[src/rtl/vdc_pkg.sv]
// Shared slot-action encoding and the fixed grant priority used by the
// VDC RAM slot scheduler.
package vdc_pkg;

  typedef enum logic [2:0] {
    ACT_IDLE = 3'd0,
    ACT_CHAR = 3'd1,
    ACT_SCRN = 3'd2,
    ACT_ATTR = 3'd3,
    ACT_CPU  = 3'd4,
    ACT_RFSH = 3'd5
  } slot_act_t;

  // Columns this close to either end of the line are reserved for the
  // internal (char) path and block SCRN/ATTR/RFSH fetches.
  localparam logic [7:0] INT_MARGIN    = 8'd2;
  localparam logic [8:0] ATTR_LAST_LEN = 9'd2;

  // Highest priority first: CHAR > RFSH > SCRN > ATTR > CPU > IDLE.
  function automatic slot_act_t pick_slot(
    input logic char_ok,
    input logic rfsh_ok,
    input logic scrn_ok,
    input logic attr_ok,
    input logic cpu_ok
  );
    slot_act_t r;
    r = ACT_IDLE;
    if (char_ok)      r = ACT_CHAR;
    else if (rfsh_ok) r = ACT_RFSH;
    else if (scrn_ok) r = ACT_SCRN;
    else if (attr_ok) r = ACT_ATTR;
    else if (cpu_ok)  r = ACT_CPU;
    return r;
  endfunction

endpackage

[src/rtl/vdc_slot_window.sv]
// Column-window decode: internal-fetch region at the line edges and the
// refresh window just past the displayed area.
module vdc_slot_window
  import vdc_pkg::*;
(
  input  logic [7:0] col,
  input  logic [7:0] reg_ht,
  input  logic [7:0] reg_hd,
  input  logic [3:0] reg_drr,
  output logic       en_int,
  output logic       en_rfsh
);

  logic [7:0] ht_edge;
  logic [8:0] rfsh_end;

  // 9-bit end-of-window so reg_hd + reg_drr never wraps back into the line.
  always_comb begin
    ht_edge  = (reg_ht >= INT_MARGIN) ? (reg_ht - INT_MARGIN) : 8'd0;
    rfsh_end = {1'b0, reg_hd} + {5'd0, reg_drr};
    en_int   = (col < INT_MARGIN) || (col >= ht_edge);
    en_rfsh  = (col >= reg_hd) && ({1'b0, col} <= rfsh_end);
  end

endmodule

[src/rtl/vdc_ram_sched.sv]
// VDC RAM slot scheduler: one arbitrated memory slot per column strobe,
// with screen/attribute latch indexing and a free-running refresh address.
//
//   state  | meaning
//   S_IDLE | no slot outstanding, waiting for newCol
//   S_WAIT | slot granted, waiting for endCol (or abandoned by newCol)
module vdc_ram_sched
  import vdc_pkg::*;
#(
  parameter int S_LATCH_WIDTH = 80,
  parameter int S_LATCH_BITS  = $clog2(S_LATCH_WIDTH)
) (
  input  logic                    clk,
  input  logic                    reset_n,
  input  logic                    enable,
  input  logic                    newCol,
  input  logic                    endCol,
  input  logic [7:0]              col,
  input  logic [7:0]              reg_ht,
  input  logic [7:0]              reg_hd,
  input  logic [3:0]              reg_drr,
  input  logic                    rowStart,
  input  logic                    lastRow,
  input  logic                    char_req,
  input  logic                    scrn_en,
  input  logic                    attr_en,
  input  logic                    cpu_req,
  output logic                    cpu_ack,
  output logic [2:0]              slot_act,
  output logic [S_LATCH_BITS-1:0] slot_idx,
  output logic [7:0]              rfsh_addr,
  output logic                    issue,
  output logic                    done,
  output logic                    busy
);

  // Counters need one extra bit to hold the full-latch value itself.
  localparam int         CW       = S_LATCH_BITS + 1;
  localparam logic [8:0] LATCH_W9 = 9'(S_LATCH_WIDTH);

  typedef enum logic {S_IDLE, S_WAIT} state_t;

  state_t    state;
  slot_act_t act_q;
  logic [CW-1:0] si, ai;

  logic en_int, en_rfsh;

  vdc_slot_window u_window (
    .col     (col),
    .reg_ht  (reg_ht),
    .reg_hd  (reg_hd),
    .reg_drr (reg_drr),
    .en_int  (en_int),
    .en_rfsh (en_rfsh)
  );

  logic                    newcol_eff;
  logic                    row_clr;
  logic [CW-1:0]           si_eff, ai_eff;
  logic [8:0]              scrnlen, attrlen;
  logic                    scrn_ok, attr_ok;
  slot_act_t               grant;
  logic [S_LATCH_BITS-1:0] grant_idx;

  // endCol wins over a coincident newCol; the row clear is seen by this
  // cycle's arbitration.
  always_comb begin
    newcol_eff = newCol && !endCol;
    row_clr    = newcol_eff && rowStart && (col == 8'd0);
    si_eff     = row_clr ? '0 : si;
    ai_eff     = row_clr ? '0 : ai;
    scrnlen    = ({1'b0, reg_hd} > LATCH_W9) ? LATCH_W9 : {1'b0, reg_hd};
    attrlen    = lastRow ? ATTR_LAST_LEN : scrnlen;
    scrn_ok    = scrn_en && !en_int && (32'(si_eff) < 32'(scrnlen));
    attr_ok    = attr_en && !en_int && (32'(ai_eff) < 32'(attrlen));
    grant      = pick_slot(char_req, !en_int && en_rfsh, scrn_ok, attr_ok, cpu_req);
    grant_idx  = '0;
    if (grant == ACT_SCRN)      grant_idx = si_eff[S_LATCH_BITS-1:0];
    else if (grant == ACT_ATTR) grant_idx = ai_eff[S_LATCH_BITS-1:0];
  end

  always_ff @(posedge clk or negedge reset_n) begin
    if (!reset_n) begin
      state     <= S_IDLE;
      act_q     <= ACT_IDLE;
      slot_idx  <= '0;
      rfsh_addr <= 8'd0;
      si        <= '0;
      ai        <= '0;
      issue     <= 1'b0;
      done      <= 1'b0;
      cpu_ack   <= 1'b0;
      busy      <= 1'b0;
    end else begin
      issue   <= 1'b0;
      done    <= 1'b0;
      cpu_ack <= 1'b0;
      if (enable) begin
        if (row_clr) begin
          si <= '0;
          ai <= '0;
        end
        if (state == S_WAIT && endCol) begin
          state    <= S_IDLE;
          done     <= 1'b1;
          cpu_ack  <= (act_q == ACT_CPU);
          busy     <= 1'b0;
          act_q    <= ACT_IDLE;
          slot_idx <= '0;
          if (act_q == ACT_SCRN) si <= si + CW'(1);
          if (act_q == ACT_ATTR) ai <= ai + CW'(1);
        end else if (newcol_eff) begin
          // Launch from idle, or abandon the outstanding slot and re-grant.
          state    <= S_WAIT;
          issue    <= 1'b1;
          busy     <= 1'b1;
          act_q    <= grant;
          slot_idx <= grant_idx;
          if (grant == ACT_RFSH) rfsh_addr <= rfsh_addr + 8'd1;
        end
      end
    end
  end

  assign slot_act = act_q;

endmodule

[config.mk]
export PLATFORM = sky130hd
export DESIGN_NAME = vdc_ram_sched
export DESIGN_NICKNAME = d
export VERILOG_FILES = /design/src/rtl/vdc_pkg.sv /design/src/rtl/vdc_slot_window.sv /design/src/rtl/vdc_ram_sched.sv
export SDC_FILE = /design/constraint.sdc
export NUM_CORES = 1
export LEC_CHECK = 0
export CORE_UTILIZATION = 49
export DETAILED_ROUTE_END_ITERATION = 10
export PLACE_DENSITY_LB_ADDON = 0.2
export RECOVER_POWER = 25
export SYNTH_ARGS = -nofsm -noshare
export SYNTH_HDL_FRONTEND = slang
export SYNTH_SLANG_ARGS = --single-unit
[constraint.sdc]
create_clock -name clk -period 2.4 [get_ports clk]
set_input_delay 0.36 -clock clk [delete_from_list [all_inputs] [get_ports clk]]
set_output_delay 0.36 -clock clk [all_outputs]
set_load 0.01 [all_outputs]
# Yosys cells after proc, flatten, opt, wreduce, memory -nomap -nowiden
# Index checks and enable logic that the tools add are counted.
# Widths: inputs -> output; s select.
[classes]
add_sub_neg = 5
mux = 29
n_eq_ne = 6
bitwise_logic = 1
n_lt_le_gt_ge = 8
reduce_logical = 17
[op_table]
columns = ["operator", "n"]
rows = [
  ["$mux 8", 9],
  ["$mux 7", 4],
  ["$add 8x1->8 const B", 3],
  ["$mux 3", 7],
  ["$ge 8x8->1", 2],
  ["$lt 8x8->1", 2],
  ["$eq 3x2->1 const B", 4],
  ["$logic_and 1x1->1", 10],
  ["$add 8x4->9", 1],
  ["$le 8x9->1", 1],
  ["$mux 1", 9],
  ["$ge 8x2->1 const B", 1],
  ["$gt 8x7->1 const B", 1],
  ["$logic_not 8->1", 1],
  ["$lt 8x2->1 const B", 1],
  ["$sub 8x2->8 const B", 1],
  ["$eq 3x3->1 const B", 2],
  ["$reduce_and 4->1", 1],
  ["$logic_not 1->1", 2],
  ["$reduce_and 2->1", 1],
  ["$reduce_bool 2->1", 1],
  ["$logic_or 1x1->1", 1],
  ["$not 1->1", 1],
]
[word_totals]
elab_cells = 75
reg_bits = 38
out_inout_bits = 22

# Logic depth before layout (Yosys ltp)
# Gate-level depths: netlist of the first run.
[logic_depth]
ltp_word = 16
mapped_depth = 14
mapped_depth_nobuf = 13

# Cells and area by module
# A second synthesis of the first run with hierarchy kept.
[unflattened]
cells_unflattened = 389
area_unflattened_um2 = 3380.7
[by_module_without_submodules]
columns = ["module", "n_inst", "area_per_inst_um2", "cells_per_inst"]
rows = [
  ["vdc_ram_sched", 1, 2479.9, 274],
  ["vdc_slot_window", 1, 900.9, 115],
]

# Worst setup path after synthesis of the first run
# No wires, ideal clock.
[synth_path]
path_kind = "input port to flip-flop"
startpoint = "input reg_ht[3]"
endpoint = "register rfsh_addr[1]"
required_ns = 2.275
slack_ns = -0.806
path_buffers = 0
t_arrival_ns = 3.082
path_stages = 11
path_cell_list = "or3_1 or2_2 nand3b_1 and2_1 ha_1 nand2b_1 a31oi_1 o311a_2 nand4_4 nor2_1 mux2_2"
[synth_via]
elab_chain_len = 13
elab_cells_between_ends = 17
classes_between = "add/sub (1); order compare (2); eq/ne (1); mux (5); reduce/logical (8)"
[synth_rtl]
columns = ["element", "line", "text"]
rows = [
  ["from (decl)", "vdc_ram_sched.sv:19", "input logic [7:0] reg_ht,"],
  ["$sub 8x2->8 or $ge 8x2->1 (tied branches)", "vdc_slot_window.sv:19", "ht_edge = (reg_ht >= INT_MARGIN) ? (reg_ht - INT_MARGIN) : 8'd0;"],
  ["$mux 8 *", "vdc_slot_window.sv:19", ""],
  ["$ge 8x8->1 *", "vdc_slot_window.sv:21", "en_int = (col < INT_MARGIN) || (col >= ht_edge);"],
  ["$logic_or 1x1->1 *", "vdc_slot_window.sv:21", ""],
  ["$logic_not 1->1 *", "vdc_ram_sched.sv:75, vdc_ram_sched.sv:76, vdc_ram_sched.sv:77", ""],
  ["$logic_and 1x1->1 (2 in series)", "vdc_ram_sched.sv:76", "attr_ok = attr_en && !en_int && (32'(ai_eff) < 32'(attrlen));"],
  ["$mux 3", "vdc_pkg.sv:32", "else if (attr_ok) r = ACT_ATTR;"],
  ["$mux 3", "vdc_pkg.sv:31", "else if (scrn_ok) r = ACT_SCRN;"],
  ["$mux 3 *", "vdc_pkg.sv:30", "else if (rfsh_ok) r = ACT_RFSH;"],
  ["$mux 3 *", "vdc_pkg.sv:29", "if (char_ok) r = ACT_CHAR;"],
  ["$eq 3x3->1 *", "vdc_ram_sched.sv:120", "if (grant == ACT_RFSH) rfsh_addr <= rfsh_addr + 8'd1;"],
  ["$reduce_and 4->1 (no source line) *", "n/a", ""],
  ["to (signal assigned)", "vdc_ram_sched.sv:120", ""],
  ["to (decl)", "vdc_ram_sched.sv:31", "output logic [7:0] rfsh_addr,"],
]
# Mark *: on every way between the ends. The rest lies on a longest branch, timed or not.
# A chain may end at the register's enable or synchronous reset.

# Worst setup path after layout of the first run
[layout_path]
startpoint = "input reg_hd[0]"
endpoint = "register act_q[2], in the netlist slot_act[2]"
[layout_via]
elab_chain_len = 11
elab_cells_between_ends = 18
classes_between = "add/sub (1); order compare (5); mux (8); reduce/logical (4)"
[layout_rtl]
columns = ["element", "line", "text"]
rows = [
  ["from (decl)", "vdc_ram_sched.sv:20", "input logic [7:0] reg_hd,"],
  ["$gt 8x7->1", "vdc_ram_sched.sv:73", "scrnlen = ({1'b0, reg_hd} > LATCH_W9) ? LATCH_W9 : {1'b0, reg_hd};"],
  ["$mux 8", "vdc_ram_sched.sv:73", ""],
  ["$mux 8", "vdc_ram_sched.sv:74", "attrlen = lastRow ? ATTR_LAST_LEN : scrnlen;"],
  ["$lt 8x8->1", "vdc_ram_sched.sv:76", ""],
  ["$logic_and 1x1->1", "vdc_ram_sched.sv:76", ""],
  ["$mux 3", "vdc_pkg.sv:32", ""],
  ["$mux 3", "vdc_pkg.sv:31", ""],
  ["$mux 3 *", "vdc_pkg.sv:30", ""],
  ["$mux 3 *", "vdc_pkg.sv:29", ""],
  ["$mux 3 *", "vdc_ram_sched.sv:113", "end else if (newcol_eff) begin"],
  ["$mux 3 *", "vdc_ram_sched.sv:104", "if (state == S_WAIT && endCol) begin"],
  ["to (signal assigned)", "vdc_ram_sched.sv:118", "act_q <= grant;"],
  ["to (decl)", "vdc_ram_sched.sv:44", "slot_act_t act_q;"],
]
# Mark *: on every way between the ends. The rest lies on a longest branch, timed or not. The select of a mux whose other input is x is not followed.

==> results of run 1 <==
[cell usage after synthesis, types with 3 or more instances]
| master | number | area share |
|---|---|---|
| and3_1 | 3 | 0.0055 |
| mux2i_1 | 6 | 0.017 |
| and2_1 | 9 | 0.016 |
| o21ai_1 | 6 | 0.0087 |
| o21ai_0 | 34 | 0.050 |
| and4_1 | 5 | 0.013 |
| nand4_1 | 8 | 0.015 |
| nand2_1 | 43 | 0.047 |
| dfrtp_1 | 38 | 0.28 |
| xor2_1 | 10 | 0.026 |
| a2111oi_0 | 5 | 0.013 |
| nand3_1 | 17 | 0.025 |
| o2111ai_1 | 3 | 0.0077 |
| a31oi_1 | 16 | 0.029 |
| nand2b_1 | 5 | 0.0091 |
| xnor2_1 | 5 | 0.013 |
| nor3b_1 | 3 | 0.0066 |
| ha_1 | 46 | 0.17 |
| nand3b_1 | 3 | 0.0066 |
| a21oi_1 | 12 | 0.017 |
| or2_2 | 5 | 0.0091 |
| clkbuf_1 | 3 | 0.0033 |
| a21o_1 | 8 | 0.017 |
| nor2b_1 | 3 | 0.0055 |
| inv_1 | 22 | 0.024 |
| nor2_1 | 21 | 0.023 |
[worst max-delay path by stage]
stage	endpoint	start	slack (ns)
after floorplan	rfsh_addr[1]$_DFFE_PN0P_	reg_ht[3]	-0.53
after global placement	slot_idx[5]$_DFFE_PN0P_	reg_ht[3]	-1.16
after detailed placement	slot_idx[3]$_DFFE_PN0P_	reg_ht[3]	-1.26
after CTS	rfsh_addr[1]$_DFFE_PN0P_	reg_hd[0]	-0.66
after global routing	rfsh_addr[1]$_DFFE_PN0P_	reg_drr[1]	-0.69
final	slot_act[2]$_DFFE_PN0P_	reg_hd[0]	-0.59
[where the power goes]
group / leakage (uW) / total (uW) / switching [uW] / internal [uW]
Combinational: 0.00198 / 956 / 470 / 486
Clock: 0.0000573 / 560 / 227 / 333
Sequential: 0.000523 / 752 / 68.6 / 683
Total: 0.00256 / 2270 / 766 / 1500
[timing repair]
action                                  in CTS  in global routing
resized for setup                          112                 24
gates cloned                                 1                  0
endpoints found under the setup margin      18                 18
setup buffers                               17                  9
pin swaps                                   44                 30
[stage by stage]
step | area (sq um) | utilization | setup TNS [ns] | cells
after global routing | 5480 | 0.807 | -11.27 | 646
final | 5480 | 0.807 | -9.28 | 646
after CTS | 5360 | 0.789 | -9.57 | 637
after floorplan | 3590 | - | -7.76 | 387
after global placement | 4850 | 0.714 | -19.46 | 612
after detailed placement | 4850 | 0.714 | -20.90 | 612
[flip-flops by register name, indices dropped and copies added (netlist names)]
signal and flops:
ai 8, cpu_ack 1, done 1, issue 1
rfsh_addr 8, si 8, slot_act 3, slot_idx 7
state 1
[metal layers]
metal | GRT usage | wire length (um)
met2 | 0.541 | 5640
met1 | 0.391 | 4900
met4 | 0.0697 | 308
met5 | 0 | 0
met3 | 0.0443 | 507
[placed cells by master, fill, tap and decap left out, types with 5 or more instances in the layout]
| cell | count |
|---|---|
| buf_4 | 89 |
| clkbuf_2 | 5 |
| inv_1 | 20 |
| buf_6 | 13 |
| clkbuf_8 | 6 |
| xnor2_1 | 5 |
| ha_4 | 5 |
| nand2_1 | 40 |
| o21ai_0 | 31 |
| dlygate4sd2_1 | 11 |
| nand3_1 | 15 |
| o21ai_1 | 5 |
| and2_1 | 7 |
| nor2_1 | 18 |
| ha_1 | 41 |
| a31oi_1 | 13 |
| a2111oi_4 | 6 |
| a21o_1 | 8 |
| nand4_1 | 8 |
| clkdlybuf4s50_1 | 32 |
| dfrtp_1 | 38 |
| a21oi_1 | 8 |
| xor2_1 | 10 |
[cells by family (layout without fill, tap and decap cells)]
kind of cell	count (synthesis)	count (layout)	synth area share
AND/OR/NAND/NOR	139	139	0.232
AO/OA/AOI/OAI	110	111	0.225
adder cells (fa/ha/maj)	47	47	0.173
flip-flops	38	38	0.277
buffers and inverters	29	191	0.0324
XOR/XNOR	15	15	0.0383
multiplexers	7	7	0.0208
other	1	2	0.00109
[area by class of cell]
type / count / area, sq um / area share
Multi-Input combinational cell: 321 / 2840 / 0.518
Timing Repair Buffer: 161 / 1370 / 0.249
Sequential cell: 38 / 951 / 0.173
Tap cell: 96 / 120 / 0.0219
Inverter: 23 / 88.8 / 0.0162
Clock buffer: 6 / 82.6 / 0.0151
Clock inverter: 1 / 30.0 / 0.00548
[worst max-delay path, cell delays in order]
cell       delay (ns)
buf_6            0.10
ha_4             0.16
fa_2             0.34
a21o_1           0.19
a21oi_2          0.20
nor2_1           0.08
xnor2_1          0.13
ha_1             0.30
and4_1           0.15
a31oi_1          0.15
o41a_1           0.16
o31a_1           0.25
buf_12           0.16
buf_4            0.12
a2bb2oi_1        0.20
o21ai_1          0.12
==> results by group, run 1 <==
Setup path
  • Worst R2R End: slot_idx[1]$_DFFE_PN0P_
  • Worst setup EP type: register
  • Setup CP Type: input port to register
  • Critical Path AT: roughly 3.2 ns
  • Setup slack, reg-to-reg: -0.10 ns
  • Critical path data required time: 2.57 ns
  • Startpoint Class: input port
  • Reg2Reg Depth: 10
  • Max FO, Critical Path: 6
  • Worst R2R Start: ai[1]$_DFFE_PN0P_

Logic synthesis
  • Post-synth ARST share: 1.00
  • Seq/Total Area, Yosys: 0.277
  • Synth warnings: 0
  • Library cells used by synthesis: 63
  • Mean Syn Cell Area: roughly 8.9 sq um
  • Top FF cell, synth: dfrtp_1
  • Post-synth EDFFs: 0
  • Netlist Area Pre-Place: around 3400 sq um
  • Post-synthesis register bit count: 38
  • Synth Instances: 386

Die
  • Rows: 30
  • Initial Util: 0.505
  • IO Pins: 61
  • Core Region: 6790 sq um
  • Die Ht: 85.7 um
  • DIE AREA: roughly 7300 sq um
  • Die extent in x: 85.7 um

Routing
  • 1st-iter DRT viols: 171
  • Vias post-DR: 3715
  • DRC viols: 0
  • Post-DRT Antenna Nets: 0
  • Final WL: between 10 and 15 mm
  • Drt first pass iters: 5
  • Via density: 5.75
  • Avg WL per Cell: 17.6 um

Final layout
  • Nets: 636
  • Area Overhead vs Synth: 59.7%
  • Fraction of layout cells with a size suffix above 1: 0.353
  • Diode count: 0
  • # fillers: 429

Power
  • P_leak: 0.00256 uW
  • Pwr dens: 414 nW/um^2
  • VDD IR-drop max: 363 uV
  • Tot Pwr: 2270 uW

Global routing
  • Largest net degree at the start of global routing: 39
  • Vias in the first global route: 3711
  • GRT Total Usage: 0.304
  • Antenna violations before repair: 0
  • Total congestion overflow: 0
  • First-pass GRT wire length: 17.4 mm

Worst hold path
  • Hold path start: rfsh_addr[7]$_DFFE_PN0P_
  • Worst min path class: register to register
  • Hold Path Depth: 1
  • Hold Path End: rfsh_addr[7]$_DFFE_PN0P_

STA
  • Hold WS: 0.476 ns
  • Max-slew violations: 39
  • RSZ-0062 raised after global routing: true
  • PnR worst setup slack: -0.588 ns
  • Slew headroom: -0.362
  • Final Hold Vio Count: 0
  • Crit share post-route: 1.25
  • Endpoints failing setup: 18
  • Tmin final: approximately 3.0 ns
  • Actual transition at the worst max-transition pin: 2.04 ns
  • Highest Clock Rate: 335 MHz
  • Max Clock Skew: 0.00833 ns

CTS
  • Post-CTS Hold Buffers: 0
  • CTS tree: built
  • CTS Sinks: 38
  • Num CTS Buffers: 5
  • CTS H-Tree Depth: 2
  • Root Buffer: clkbuf_8
  • Deepest clock path buffer count: 2
  • Clk slew on worst S/H paths: ~0.080 ns
  • Worst skew pair latency: 0.30 ns

Placed design
  • Pre-CTS setup slack: -1.26 ns
  • I/O Buffers: 60
  • Global placement routability congestion: 0.899
  • HPWL after detailed placement: ~7.8 mm

Run status
  • Status: finished, violations left
  • Failing checks: max-capacitance violations, max-slew violations, negative setup slack

Job
  • Maxcap violations: 1
Note: power is estimated with default switching activity, not from simulation.
==> inputs of run 2 (changes only) <==
--- a/config.mk
+++ b/config.mk
@@ -9,6 +9,7 @@
 export DETAILED_ROUTE_END_ITERATION = 10
 export PLACE_DENSITY_LB_ADDON = 0.2
 export RECOVER_POWER = 25
+export SKIP_CTS_REPAIR_TIMING = 1
 export SYNTH_ARGS = -nofsm -noshare
 export SYNTH_HDL_FRONTEND = slang
 export SYNTH_SLANG_ARGS = --single-unit
==> run 2 against run 1 <==
  * The flow still finishes with violations (max-capacitance violations, max-slew violations, negative setup slack)
  * Hold slack improved by 0.00067 ns
  * Largest power group unchanged
  * Non-clock buffer count decreased by 1
  * Fmax decreased by 4.7%
==> results by group, run 2 (synthesis gave the netlist of run 1 again) <==
Run status
  • Status: finished, violations left
  • Failing checks: max-capacitance violations, max-slew violations, negative setup slack

Final layout
  • Fraction of layout cells with a size suffix above 1: 0.339
  • Area Overhead vs Synth: 62.9%
  • Diode count: 0
  • # fillers: 390
  • Most frequent cells in the layout: buf_4, nand2_1, ha_1, dfrtp_1, clkdlybuf4s50_1
  • Most common cell after layout, fill and taps aside: buf_4
  • Biggest regs: ai (8), rfsh_addr (8), si (8)
  • Final Util: 0.823
  • Nets: 635

Global routing
  • First-pass GRT wire length: 15.9 mm
  • Vias in the first global route: 3396
  • GRT Total Usage: 0.275
  • Largest net degree at the start of global routing: 39
  • Antenna violations before repair: 0
  • Total congestion overflow: 0

STA
  • Tmin final: around 3.1 ns
  • Crit share post-route: 1.31
  • Max Clock Skew: 0.00674 ns
  • Hold WS: 0.477 ns
  • Final Hold Vio Count: 0
  • PnR worst setup slack: -0.735 ns
  • Highest Clock Rate: 319 MHz
  • Endpoints failing setup: 18
  • Actual transition at the worst max-transition pin: 2.02 ns
  • Slew headroom: -0.349
  • Max-slew violations: 39
  • RSZ-0062 raised after global routing: true

Worst hold path
  • Worst min path class: register to register
  • Hold Path Depth: 1
  • Hold path start: rfsh_addr[7]$_DFFE_PN0P_
  • Hold Path End: rfsh_addr[7]$_DFFE_PN0P_

Setup path
  • Startpoint Class: input port
  • Worst setup EP type: register
  • Max FO, Critical Path: 5
  • Setup CP Type: input port to register
  • Worst R2R Start: ai[2]$_DFFE_PN0P_
  • Critical path data required time: 2.61 ns
  • Worst Setup SP: reg_hd[0]
  • Reg2Reg Depth: 10
  • Critical Path AT: 3.35 ns
  • Setup slack, reg-to-reg: -0.14 ns
  • Worst R2R End: slot_idx[5]$_DFFE_PN0P_

Power
  • P_leak: 0.00272 uW
  • Pwr dens: 404 nW/um^2
  • VDD IR-drop max: 367 uV

Routing
  • Via density: 5.88
  • Drt first pass iters: 5
  • DRC viols: 0
  • Vias post-DR: 3795
  • Avg WL per Cell: 17.7 um
  • Post-DRT Antenna Nets: 0
  • Final WL: around 11 mm
  • 1st-iter DRT viols: between 200 and 300

CTS
  • Num CTS Buffers: 5
  • Clk slew on worst S/H paths: 0.07 ns
  • CTS H-Tree Depth: 2
  • Worst skew pair latency: 0.29 ns
  • Deepest clock path buffer count: 2
  • CTS tree: built
  • Root Buffer: clkbuf_8
  • CTS Sinks: 38

Placed design
  • I/O Buffers: 60
  • Pre-CTS setup slack: -1.26 ns
  • HPWL after detailed placement: a little under 8 mm
  • Global placement routability congestion: 0.899

Die
  • IO Pins: 61
  • Initial Util: 0.505
  • Rows: 30
  • Core Region: 6790 sq um
  • Die Ht: 85.7 um
  • Die extent in x: 85.7 um
  • DIE AREA: 7350 sq um

Job
  • Maxcap violations: 1
[run 2: worst max-delay path by stage]
stage	endpoint	slack, ns
2_1_floorplan	rfsh_addr[1]$_DFFE_PN0P_	-0.53
3_3_place_gp	slot_idx[5]$_DFFE_PN0P_	-1.16
3_5_place_dp	slot_idx[3]$_DFFE_PN0P_	-1.26
4_1_cts	slot_idx[3]$_DFFE_PN0P_	-0.99
5_1_grt	rfsh_addr[1]$_DFFE_PN0P_	-0.82
6_report	rfsh_addr[5]$_DFFE_PN0P_	-0.73
[run 2: power breakdown]
group | total (uW) | switching, uW | internal [uW]
Combinational | 955 | 467 | 488
Sequential | 755 | 71.4 | 683
Clock | 552 | 220 | 332
Total | 2260 | 758 | 1500
[run 2: critical path: stages]
cell	delay [ns]
buf_6	0.10
ha_4	0.16
fa_2	0.36
a21o_1	0.20
a21oi_2	0.21
xnor2_1	0.11
ha_1	0.34
and3_4	0.19
o21ai_2	0.06
a31oi_1	0.11
o31a_1	0.41
buf_12	0.18
nor4b_2	0.38
xor2_1	0.18
[run 2: metrics by stage]
step | instances | total power [uW] | TNS (ns) | instance area, sq um
3_5_place_dp | 612 | 1520 | -20.90 | 4850
5_1_grt | 645 | 2380 | -13.45 | 5590
4_1_cts | 619 | 2070 | -15.84 | 4960
2_1_floorplan | 387 | 1150 | -7.76 | 3590
3_3_place_gp | 612 | 1490 | -19.46 | 4850
6_report | 645 | 2260 | -11.10 | 5590
[run 2: cell type report]
| cell class | instances | area, sq um | area share |
|---|---|---|---|
| Multi-Input combinational cell | 321 | 2860 | 0.511 |
| Clock inverter | 1 | 30.0 | 0.00537 |
| Timing Repair Buffer | 160 | 1470 | 0.262 |
| Tap cell | 96 | 120 | 0.0215 |
| Sequential cell | 38 | 951 | 0.170 |
| Inverter | 23 | 88.8 | 0.0159 |
| Clock buffer | 6 | 82.6 | 0.0148 |
[run 2: metal layers]
layer	share of wire	routed length, um	vias up	global-route usage
met4	0.033	377	0	0.0545
met5	0	0	-	0
li1	-	-	1767	-
met1	0.43	4880	1824	0.381
met2	0.49	5580	157	0.464
met3	0.051	586	47	0.0346
==> inputs of run 3 (changes only) <==
--- a/config.mk
+++ b/config.mk
@@ -5,6 +5,8 @@
 export SDC_FILE = /design/constraint.sdc
 export NUM_CORES = 1
 export LEC_CHECK = 0
+export ABC_AREA = 0
+export CAP_MARGIN = 40
 export CORE_UTILIZATION = 49
 export DETAILED_ROUTE_END_ITERATION = 10
 export PLACE_DENSITY_LB_ADDON = 0.2
==> run 3 against run 2 <==
  * Total power is 7.2% lower
  * Largest power group unchanged
  * The run still ends with max-capacitance violations, max-slew violations, negative setup slack left
  * Combinational power is 6.7% lower
  * Highest routed layer unchanged
  * Via count is 5.0% lower
  * Die area stayed put
  * Clock power is 16% lower
  * Critical endpoint is now slot_idx[1]$_DFFE_PN0P_
  * Largest cell class unchanged
==> results by group, run 3 (synthesis gave the netlist of run 1 again) <==
Run status
  • Status: finished, violations left
  • Failing checks: max-capacitance violations, max-slew violations, negative setup slack

STA
  • Final Hold Vio Count: 0
  • Highest Clock Rate: approximately 330 MHz
  • Setup Total Neg Slack: -10.35 ns
  • Slew headroom: -0.347
  • Max Clock Skew: 0.0105 ns
  • Hold WS: 0.476 ns
  • Actual transition at the worst max-transition pin: 2.02 ns
  • PnR worst setup slack: -0.646 ns
  • RSZ-0062 raised after global routing: true
  • Max-slew violations: 39
  • Tmin final: just over 3 ns
  • Endpoints failing setup: 18
  • Crit share post-route: 1.27

Global routing
  • Largest net degree at the start of global routing: 39
  • Vias in the first global route: 3477
  • First-pass GRT wire length: 15.9 mm
  • Antenna violations before repair: 0
  • Total congestion overflow: 0
  • GRT Total Usage: 0.274

Die
  • Rows: 30
  • Initial Util: 0.505
  • Die Ht: 85.7 um
  • IO Pins: 61
  • Die extent in x: 85.7 um
  • Core Region: 6790 sq um
  • DIE AREA: 7350 sq um

Routing
  • Final WL: 10.5 mm
  • Post-DRT Antenna Nets: 0
  • Drt first pass iters: 4
  • DRC viols: 0
  • Vias post-DR: 3607
  • Via density: roughly 5.7
  • Avg WL per Cell: 16.5 um
  • 1st-iter DRT viols: 190

Setup path
  • Setup CP Type: input port to register
  • Critical Path AT: between 3 and 4 ns
  • Reg2Reg Depth: 10
  • Critical path data required time: around 2.6 ns
  • Max FO, Critical Path: 3
  • Worst setup EP type: register
  • Startpoint Class: input port

CTS
  • Clk slew on worst S/H paths: roughly 0.080 ns
  • Worst skew pair latency: 0.29 ns
  • Root Buffer: clkbuf_8
  • CTS tree: built
  • Num CTS Buffers: 5
  • CTS Sinks: 38
  • Deepest clock path buffer count: 2
  • CTS H-Tree Depth: 2

Final layout
  • Nets: 626
  • Most common cell after layout, fill and taps aside: buf_4
  • Fraction of layout cells with a size suffix above 1: 0.316
  • Biggest regs: ai (8), rfsh_addr (8), si (8)
  • Area Overhead vs Synth: 58.3%
  • Most frequent cells in the layout: buf_4, ha_1, nand2_1, dfrtp_1, clkdlybuf4s50_1
  • Final Util: 0.800
  • Diode count: 0
  • Non-Filler Instances: 637

Worst hold path
  • Hold Path Depth: 1
  • Worst min path class: register to register

Placed design
  • Inst Count DP: 613
  • HPWL after detailed placement: a little under 8 mm
  • I/O Buffers: 60
  • Pre-CTS setup slack: -1.27 ns
  • Global placement routability congestion: 0.899

Power
  • P_leak: about 0.0026 uW
  • VDD IR-drop max: 400 uV
  • Pwr dens: 386 nW/um^2

Job
  • Maxcap violations: 1
==> run 3: cell types whose count changed in the layout (fill, tap and decap cells not counted), sizes merged <==
cell           delta
clkinv            +1
clkinvlp          +1
buf               -9
clkbuf            -1
o211ai            -1
bufinv            -1
clkdlybuf4s50     +2
==> run 3: critical path: stages <==
cell       delay (ns)
buf_8            0.10
buf_6            0.12
o41ai_4          0.32
a31o_2           0.23
nor2b_4          0.18
nand2_2          0.08
ha_4             0.24
a21o_1           0.19
a2111oi_4        0.43
nand4bb_4        0.19
buf_6            0.17
a2111oi_4        0.35
mux2i_1          0.18
o21ai_1          0.15
==> run 3: worst paths after layout <==
kind	start	endpoint	slack, ns
max in group asynchronous	reset_n	si[3]$_DFFE_PN0P_	0.51
min in group asynchronous	reset_n	slot_act[1]$_DFFE_PN0P_	0.73
hold reg to reg	rfsh_addr[7]$_DFFE_PN0P_	rfsh_addr[7]$_DFFE_PN0P_	0.48
setup / recovery	reg_hd[0]	slot_idx[1]$_DFFE_PN0P_	-0.65
setup reg to reg	ai[2]$_DFFE_PN0P_	slot_idx[1]$_DFFE_PN0P_	-0.06
hold / removal	rfsh_addr[7]$_DFFE_PN0P_	rfsh_addr[7]$_DFFE_PN0P_	0.48
==> run 3: metrics by stage <==
| stage | total power, uW | area, sq um |
|---|---|---|
| detailed placement | 1520 | 4870 |
| floorplan | 1150 | 3590 |
| CTS | 1980 | 4960 |
| global route | 2220 | 5440 |
| finish | 2100 | 5440 |
| global placement | 1490 | 4850 |
==> run 3: routing by layer <==
metal | part of all wire | vias to the layer above | global-route usage | wire [um]
met5 | 0 | - | 0 | 0
met1 | 0.45 | 1742 | 0.382 | 4700
met3 | 0.045 | 14 | 0.0308 | 473
met4 | 0.012 | 0 | 0.0667 | 121
met2 | 0.50 | 107 | 0.458 | 5210
li1 | - | 1744 | - | -
==> run 3: area by class of cell <==
class                           count  area [sq um]
Fill cell                         435          1360
Multi-Input combinational cell    320          2780
Tap cell                           96           120
Inverter                           23          88.8
Clock inverter                      2          12.5
Timing Repair Buffer              152          1400
Sequential cell                    38           951
Clock buffer                        6          82.6
==> run 3: report_power, final <==
group / switching [uW] / leakage (uW) / internal (uW)
Sequential: 62.4 / 0.000523 / 683
Clock: 231 / 0.0000472 / 231
Combinational: 435 / 0.00208 / 456
Total: 729 / 0.00265 / 1370
